File: src/rtl/fpu_share_arbiter.sv
// fpu_share_arbiter: shares one combinational coprocessor1 FPU between two valid/ready requesters
// Ports: clk, reset_n (async active-low); reqN_valid/reqN_ready/reqN_a/reqN_b/reqN_op request channel
// per requester; rspN_valid one-cycle response strobe qualifying the shared rsp_data;
// fpu_data1/fpu_data2/fpu_op drive the FPU and fpu_res returns its result; busy is high outside IDLE.
// LATENCY (1..15) sets how many cycles operands settle on the FPU before fpu_res is captured.
// Build option FPU_ROUND_ROBIN_EN: ties go to the requester not granted most recently
// (requester 0 first after reset); undefined gives fixed priority to requester 0.
module fpu_share_arbiter #(
  parameter int LATENCY = 2
) (
  input  logic        clk,
  input  logic        reset_n,
  input  logic        req0_valid,
  output logic        req0_ready,
  input  logic [31:0] req0_a,
  input  logic [31:0] req0_b,
  input  logic [2:0]  req0_op,
  input  logic        req1_valid,
  output logic        req1_ready,
  input  logic [31:0] req1_a,
  input  logic [31:0] req1_b,
  input  logic [2:0]  req1_op,
  output logic        rsp0_valid,
  output logic        rsp1_valid,
  output logic [31:0] rsp_data,
  output logic [31:0] fpu_data1,
  output logic [31:0] fpu_data2,
  output logic [2:0]  fpu_op,
  input  logic [31:0] fpu_res,
  output logic        busy
);
  typedef enum logic [1:0] {IDLE, EXEC, DONE} state_t;
  state_t      state_q, state_d;
  logic [3:0]  cnt_q, cnt_d;
  logic        owner_q, owner_d;
  logic [31:0] a_q, a_d, b_q, b_d, res_q, res_d;
  logic [2:0]  op_q, op_d;
  logic        win, grant;
  // win is the ID of the requester that would be granted this cycle
`ifdef FPU_ROUND_ROBIN_EN
  logic last_q;
  assign win = (req0_valid && req1_valid) ? ~last_q : ~req0_valid;
  always_ff @(posedge clk or negedge reset_n)
    if (!reset_n) last_q <= 1'b1;
    else if (grant) last_q <= win;
`else
  assign win = ~req0_valid;
`endif
  assign grant      = state_q == IDLE && (req0_valid || req1_valid);
  // reset_n gating keeps both readies low while reset is asserted even if a valid is high
  assign req0_ready = reset_n && grant && !win;
  assign req1_ready = reset_n && grant && win;
  assign rsp0_valid = state_q == DONE && !owner_q;
  assign rsp1_valid = state_q == DONE && owner_q;
  assign rsp_data   = res_q;
  assign fpu_data1  = a_q;
  assign fpu_data2  = b_q;
  assign fpu_op     = op_q;
  assign busy       = state_q != IDLE;
  always_comb begin
    state_d = state_q;
    cnt_d   = cnt_q;
    owner_d = owner_q;
    a_d     = a_q;
    b_d     = b_q;
    op_d    = op_q;
    res_d   = res_q;
    case (state_q)
      IDLE: if (grant) begin
        state_d = EXEC;
        cnt_d   = 4'(LATENCY - 1);
        owner_d = win;
        a_d     = win ? req1_a : req0_a;
        b_d     = win ? req1_b : req0_b;
        op_d    = win ? req1_op : req0_op;
      end
      EXEC: begin
        state_d = cnt_q == 4'd0 ? DONE : EXEC;
        cnt_d   = cnt_q == 4'd0 ? cnt_q : cnt_q - 4'd1;
        res_d   = cnt_q == 4'd0 ? fpu_res : res_q;
      end
      default: state_d = IDLE;
    endcase
  end
  always_ff @(posedge clk or negedge reset_n)
    if (!reset_n) begin
      state_q <= IDLE;
      cnt_q   <= 4'd0;
      owner_q <= 1'b0;
      a_q     <= 32'd0;
      b_q     <= 32'd0;
      op_q    <= 3'd0;
      res_q   <= 32'd0;
    end else begin
      state_q <= state_d;
      cnt_q   <= cnt_d;
      owner_q <= owner_d;
      a_q     <= a_d;
      b_q     <= b_d;
      op_q    <= op_d;
      res_q   <= res_d;
    end
endmodule

File: config.mk
export PLATFORM = sky130hd
export DESIGN_NAME = fpu_share_arbiter
export DESIGN_NICKNAME = d
export VERILOG_FILES = /design/src/rtl/fpu_share_arbiter.sv
export SDC_FILE = /design/constraint.sdc
export NUM_CORES = 1
export LEC_CHECK = 0
export BUFFER_PORTS_ARGS = -buffer_cell sky130_fd_sc_hd__buf_4
export CORE_AREA = 4 4 111 113
export CTS_BUF_LIST = sky130_fd_sc_hd__clkbuf_4 sky130_fd_sc_hd__clkbuf_8 sky130_fd_sc_hd__clkbuf_16
export DETAILED_ROUTE_END_ITERATION = 8
export DIE_AREA = 0 0 115 117
export PLACE_DENSITY = 0.82
export SLEW_MARGIN = 20
export SYNTH_ARGS = -nofsm -noshare
export SYNTH_HDL_FRONTEND = slang
export SYNTH_SLANG_ARGS = --single-unit
File: constraint.sdc
create_clock -name clk -period 2.3 [get_ports clk]
set_clock_uncertainty 0.2 [all_clocks]
set_input_delay 0.46 -clock clk [delete_from_list [all_inputs] [get_ports clk]]
set_output_delay 0.46 -clock clk [all_outputs]
set_load 0.005 [all_outputs]
==> flow_summary.toml, run 1 <==
[pwr]
p_leak_nw = 3.73
power.density_nw_per_um2 = 1200
p_switching_mw = 2.92
seqPwrFrac = 0.380
swShare = 0.332
internal-power_mw = 5.87
p_comb_frac = 0.447
pwr-share-clk = 0.173
vdd_ir_drop_max_v = 0.000664

[sta]
max_freq_mhz = 445
hold_violations = 0
slew_violations = 0
tightestPinTransition_ns = 0.779
slew_headroom = 0.480
setup_violations = 0
finalCriticalPeriod_ns = 2.25
fin_crit_sh = 0.978
grt_setup_unrepaired = "true"

[floorplanning]
io_pins = 274
initial_core_util = 0.429
die_area_sq_um = 13500
rows = 39
die_y_um = 117
die_width_um = 115
coreArea_sq_um = 11300

[place]
numPortBuffers = 273
place_congestion = 0.802
dpl.hpwl_mm = 11.1
place_inst = 795

[critical_path]
cp.depth = 3
crit_path_max_fanout = 30
critPathLaunchType = "flip-flop"
critical_path.max_stage_delay_ns = 0.41
path_cells = "nor2_1 -> inv_2 -> buf_4"
path_class = "flip-flop to output port"
endpoint_kind = "output port"
arrival_ns = 1.59
critPathSlowestCell = "dfrtp_1"
crit_required_ns = 1.64
cp.buffers_inverters = 2
crit_family = "buffers and inverters"
r2r_cells = 5

[final_layout]
syn_to_final_growth_pct = 50.4
utilization = 0.645
multi_input_area_sq_um = 2040
register_area_sq_um = 2650
n_antenna_cell = 0
layout.nets = 835
n_fill_cell = 897
fin_cells = 810
drive_gt1_frac = 0.501

[global_routing]
grt_usage = 0.209
grt-busiest-layer = "met2"
grt_max_degree = 70
grtUsageMet3 = 0.0514
use_met2 = 0.372
antenna_found_initial = 0
overflow = 0
grt_pass1_wl_mm = 21.8
met1_usage = 0.240
grt_pass1_vias = 4361

[cts]
h-tree-depth = 3
cts_buffer_depth = 2
cts_buffers = 9
insertion_delay_ns = 0.34
cts_tree = "done"
hold_buffers = 0
clk_pin_slew_ns = 0.07
postCtsSetupRepairBufs = 0
cts_sinks = 106
cts-root-buf = "clkbuf_16"

[synth]
synth_edf_count = 0
syn_nets = 575
syn_area_sq_um = 4860
post-synth-top-area-cell = "dfrtp_1"
synth.area.top_cells = "dfrtp_1 (55%), mux2i_1 (14%), o21ai_0 (14%), mux2_4 (9.0%), clkbuf_1 (1.5%)"
synth_ff_type = "dfrtp_1"
yosysSeqAreaShare = 0.546
async_flop_share = 1.00
synth-seq-cells = 106
yosysWarnings = 0
synth_top_area_share = 0.546
syn_inst = 403
avgSynthCellArea_sq_um = 12.1
synth_cell_types = 27

[drt]
wl_per_cell_um = 18.1
avgViaCountPerCell = 5.22
drc = 0
drt_iter0_markers = 206
wl_mm = 14.6
firstDrtPassIters = 4
dr_total_vias = 4228
antenna_left = 0

[min_path]
hold_path_class = "input port to async pin"

[run_status]
status = "completed"

[run]
maxCapViolations = 0
-- final timing paths --
| path | startpoint | endpoint | slack [ns] |
|---|---|---|---|
| max | state_q[0] | busy | 0.05 |
| max reg2reg | cnt_q[0] | rsp_data[20] | 0.17 |
| min reg2reg | fpu_data1[28] | fpu_data1[28] | 0.31 |
| min | reset_n | fpu_data1[14] | 0.02 |
| min in group clk | fpu_res[12] | rsp_data[12] | 0.14 |
| max in group asynchronous | reset_n | fpu_data2[0] | 1.28 |
-- per-layer routing --
metal  vias up  wire [um]
met5         -          0
met4         0        366
met3        26       1330
met2       207       7600
met1      2021       5330
li1       1974          -
-- cell type report --
cell class | instances | area share
inverter | 5 | 0.00257
multi-input combinational | 260 | 0.280
sequential | 106 | 0.363
tap | 143 | 0.0245
clock buffer | 9 | 0.0308
timing repair buffer | 281 | 0.290
clock inverter | 6 | 0.00908
-- metrics by stage --
stage | TNS (ns) | hold slack [ns] | power, mW | worst slack, ns | cell area, sq um
2_1_floorplan | 0 | -0.0356 | 5.14 | 0.385 | 4860
3_3_place_gp | 0 | 0.291 | 7.14 | 0.294 | 7020
3_5_place_dp | 0 | 0.297 | 7.36 | 0.181 | 7020
4_1_cts | 0 | 0.0287 | 8.89 | 0.0316 | 7310
5_1_grt | -0.0155 | 0.0657 | 9.37 | -0.0155 | 7310
6_report | 0 | 0.0178 | 8.80 | 0.0506 | 7310
-- what timing repair did --
action / in CTS / in global routing
setup endpoints to repair: 0 / 1
hold endpoints to repair: 0 / 0
resized for setup: 0 / 0
-- placed cells by master (no fill, tap or decap), types with 2 or more instances in the layout --
cell type	netlist	final
nand2b_1	3	3
buf_4	0	280
ha_1	2	2
o21ai_0	133	133
mux2_2	4	4
o221ai_1	2	2
o21ai_1	5	4
clkinvlp_4	0	3
nor3b_1	2	2
inv_1	5	4
clkbuf_16	0	9
dfrtp_1	106	106
mux2i_1	67	67
mux2_4	29	29
-- kinds of logic (layout without fill, tap and decap cells) --
| logic type | after synthesis | in the layout | share of synthesized area |
|---|---|---|---|
| simple gates | 14 | 14 | 0.0242 |
| flops | 106 | 106 | 0.546 |
| compound gates | 144 | 144 | 0.152 |
| fa+ha+maj | 2 | 2 | 0.00515 |
| mux | 100 | 100 | 0.237 |
| buf+inv | 37 | 301 | 0.0355 |
-- synth_stat cells (2+ instances only) --
cell type  instances
clkbuf_1          20
o21ai_0          133
dfrtp_1          106
mux2_4            29
inv_1              5
nor3b_1            2
o21ai_1            5
o221ai_1           2
nand2b_1           3
buf_6              3
mux2i_1           67
buf_2              9
ha_1               2
mux2_2             4
-- power by group through the flow --
stage                     clock network (mW)  registers (mW)  logic (mW)
after floorplan                            0            3.35        1.79
after global placement                     0            3.32        3.82
after detailed placement                   0            3.35        4.00
after CTS                               1.55            3.35        3.99
after global routing                    1.62            3.46        4.29
final                                   1.52            3.35        3.93
-- sequential cells by signal, summed over array words and instances, names as in the netlist --
name and count:
rsp_data 32, cnt_q 4, state_q 2, owner_q 1, fpu_data2 32, fpu_op 3
fpu_data1 32
No activity file was read; power rests on OpenSTA's default activity.
==> inputs of run 2 (changes only) <==
--- a/config.mk
+++ b/config.mk
@@ -5,12 +5,13 @@
 export SDC_FILE = /design/constraint.sdc
 export NUM_CORES = 1
 export LEC_CHECK = 0
+export ABC_AREA = 1
 export BUFFER_PORTS_ARGS = -buffer_cell sky130_fd_sc_hd__buf_4
-export CORE_AREA = 4 4 111 113
+export CORE_AREA = 4 4 108 110
 export CTS_BUF_LIST = sky130_fd_sc_hd__clkbuf_4 sky130_fd_sc_hd__clkbuf_8 sky130_fd_sc_hd__clkbuf_16
 export DETAILED_ROUTE_END_ITERATION = 8
-export DIE_AREA = 0 0 115 117
-export PLACE_DENSITY = 0.82
+export DIE_AREA = 0 0 112 114
+export PLACE_DENSITY = 0.83
 export SLEW_MARGIN = 20
 export SYNTH_ARGS = -nofsm -noshare
 export SYNTH_HDL_FRONTEND = slang
==> flow_summary.toml, run 2 <==
[sta]
slew_violations = 0
fin_hold_ws_ns = 0.0888
hold_violations = 0
setup_violations = 0
grt_setup_unrepaired = "false"
finalCriticalPeriod_ns = 2.16
setup_tns_ns = 0
fin_crit_sh = 0.941
tightestPinTransition_ns = 0.561
slew_headroom = 0.626
max_freq_mhz = 462

[synth]
synth_edf_count = 0
synth-seq-cells = 106
synth_ff_type = "dfrtp_1"
async_flop_share = 1.00
synth_top_area_share = 0.575
yosysWarnings = 0
post-synth-top-area-cell = "dfrtp_1"
synth.area.top_cells = "dfrtp_1 (58%), nand2_1 (19%), a31oi_1 (9.1%), nor2_1 (6.1%), buf_4 (1.6%)"
synth_top_cells_by_count = "nand2_1 (237), dfrtp_1 (106), nor2_1 (75)"
synth_cell_types = 20
avgSynthCellArea_sq_um = 8.38
yosysSeqAreaShare = 0.575
post-synth-top-count-cell = "nand2_1"
syn_inst = 550
syn_area_sq_um = 4610
syn_nets = 722

[run_status]
status = "completed"

[min_path]
min_path_cells = 3
holdPathEnd = "rsp_data[6]"
worstHoldStart = "fpu_res[6]"
hold_path_class = "input port to flip-flop"

[critical_path]
r2r_cells = 6
critPathLaunchType = "input port"
r2r-start = "cnt_q[1]"
critical_path.max_stage_delay_ns = 0.54
rrSetupSlack_ns = 0.61
path_cells = "dlygate4sd3_1 -> buf_4 -> inv_1 -> nor3_1 -> buf_4"
crit_top_cell = "buf_4"
crit_path_max_fanout = 2
arrival_ns = 1.50
path_class = "input port to output port"
endpoint_kind = "output port"
regToRegEndpoint = "rsp_data[22]"
crit_required_ns = 1.64
critPathSlowestCell = "dlygate4sd3_1"
cp-startpoint = "reset_n"

[global_routing]
grt_max_degree = 107
grt_pass1_vias = 4565
antenna_found_initial = 1
grtUsageMet3 = 0.0546
overflow = 0
grt_usage = 0.215
grt-busiest-layer = "met2"
grt_pass1_wl_mm = 22.1
use_met2 = 0.371
met1_usage = 0.260

[final_layout]
mostFrequentLayoutCells = "buf_4 (277), nand2_1 (237), dfrtp_1 (106), nor2_1 (75), a31oi_1 (67)"
drive_gt1_frac = 0.376
syn_to_final_growth_pct = 50.6
final_common_cell = "buf_4"
n_fill_cell = 854
layout.nets = 979

[pwr]
power.density_nw_per_um2 = 1210
p_leak_nw = 3.58
vdd_ir_drop_max_v = 0.000593

[cts]
cts_tree = "done"
cts-root-buf = "clkbuf_8"
insertion_delay_ns = 0.35
h-tree-depth = 3
cts_resized = 0
cts_sinks = 106
cts_buffer_depth = 2
clk_pin_slew_ns = 0.10
cts_buffers = 9
postCtsSetupRepairBufs = 0

[place]
numPortBuffers = 273
place_congestion = 0.860
dpl.hpwl_mm = 10.5

[drt]
firstDrtPassIters = 5
drc = 0
drt_iter0_markers = 288
avgViaCountPerCell = 4.89
antenna_left = 0
wl_mm = 14.2
wl_per_cell_um = 14.9
dr_total_vias = 4659

[floorplanning]
coreArea_sq_um = 10700
die_area_sq_um = 12800
initial_core_util = 0.431
rows = 38
io_pins = 274
die_y_um = 114
die_width_um = 112

[run]
maxCapViolations = 0
==> run 2: area by class of cell <==
class	count	area [sq um]	area share
multi-input combinational	399	1730	0.249
clock buffer	9	124	0.0178
antenna	1	2.50	0.000361
inverter	10	37.5	0.00541
clock inverter	7	68.8	0.00992
timing repair buffer	281	2150	0.310
sequential	106	2650	0.382
tap	140	175	0.0252
==> run 2: worst max-delay path by stage <==
stage,to
after floorplan,req1_ready
after CTS,req0_ready
final,req0_ready
after global routing,req0_ready
after detailed placement,req1_ready
after global placement,req1_ready
==> run 2: timing repair <==
action / CTS / global route
setup endpoints to repair: 0 / 0
hold endpoints to repair: 27 / 0
hold buffers: 1 / 0
==> run 2: per-stage QoR <==
stage	util	power [mW]	std cells	setup slack [ns]	cell area (sq um)
floorplan	-	5.21	550	0.472	4610
global placement	0.630	7.14	935	0.333	6740
detailed placement	0.630	7.33	935	0.340	6740
CTS	0.649	8.49	952	0.143	6940
global route	0.649	9.08	953	0.0656	6940
finish	0.649	8.40	953	0.135	6940
==> run 2: power by group <==
group          internal (mW)  total [mW]  switching [mW]
registers               2.81        3.34           0.533
logic                   2.00        3.91            1.91
clock network          0.502        1.15           0.644
==> run 2: per-layer routing <==
metal	up-vias	wire length, um
li1	2285	-
met1	2133	5520
met2	206	7120
met3	35	1170
met4	0	395
met5	-	0
==> run 2: kinds of logic (layout without fill, tap and decap cells) <==
family,after synthesis,in the layout,share of synthesized area
compound gates,73,73,0.0974
xor+xnor,1,1,0.00190
fa+ha+maj,2,2,0.00543
buf+inv,45,307,0.0491
flops,106,106,0.575
other cells,0,1,0
simple gates,323,323,0.271
==> run 2: critical path: cells and delay by family <==
| family | cells | cell delay, ns |
|---|---|---|
| buffers and inverters | 4 | 0.87 |
| AND/OR/NAND/NOR | 1 | 0.16 |
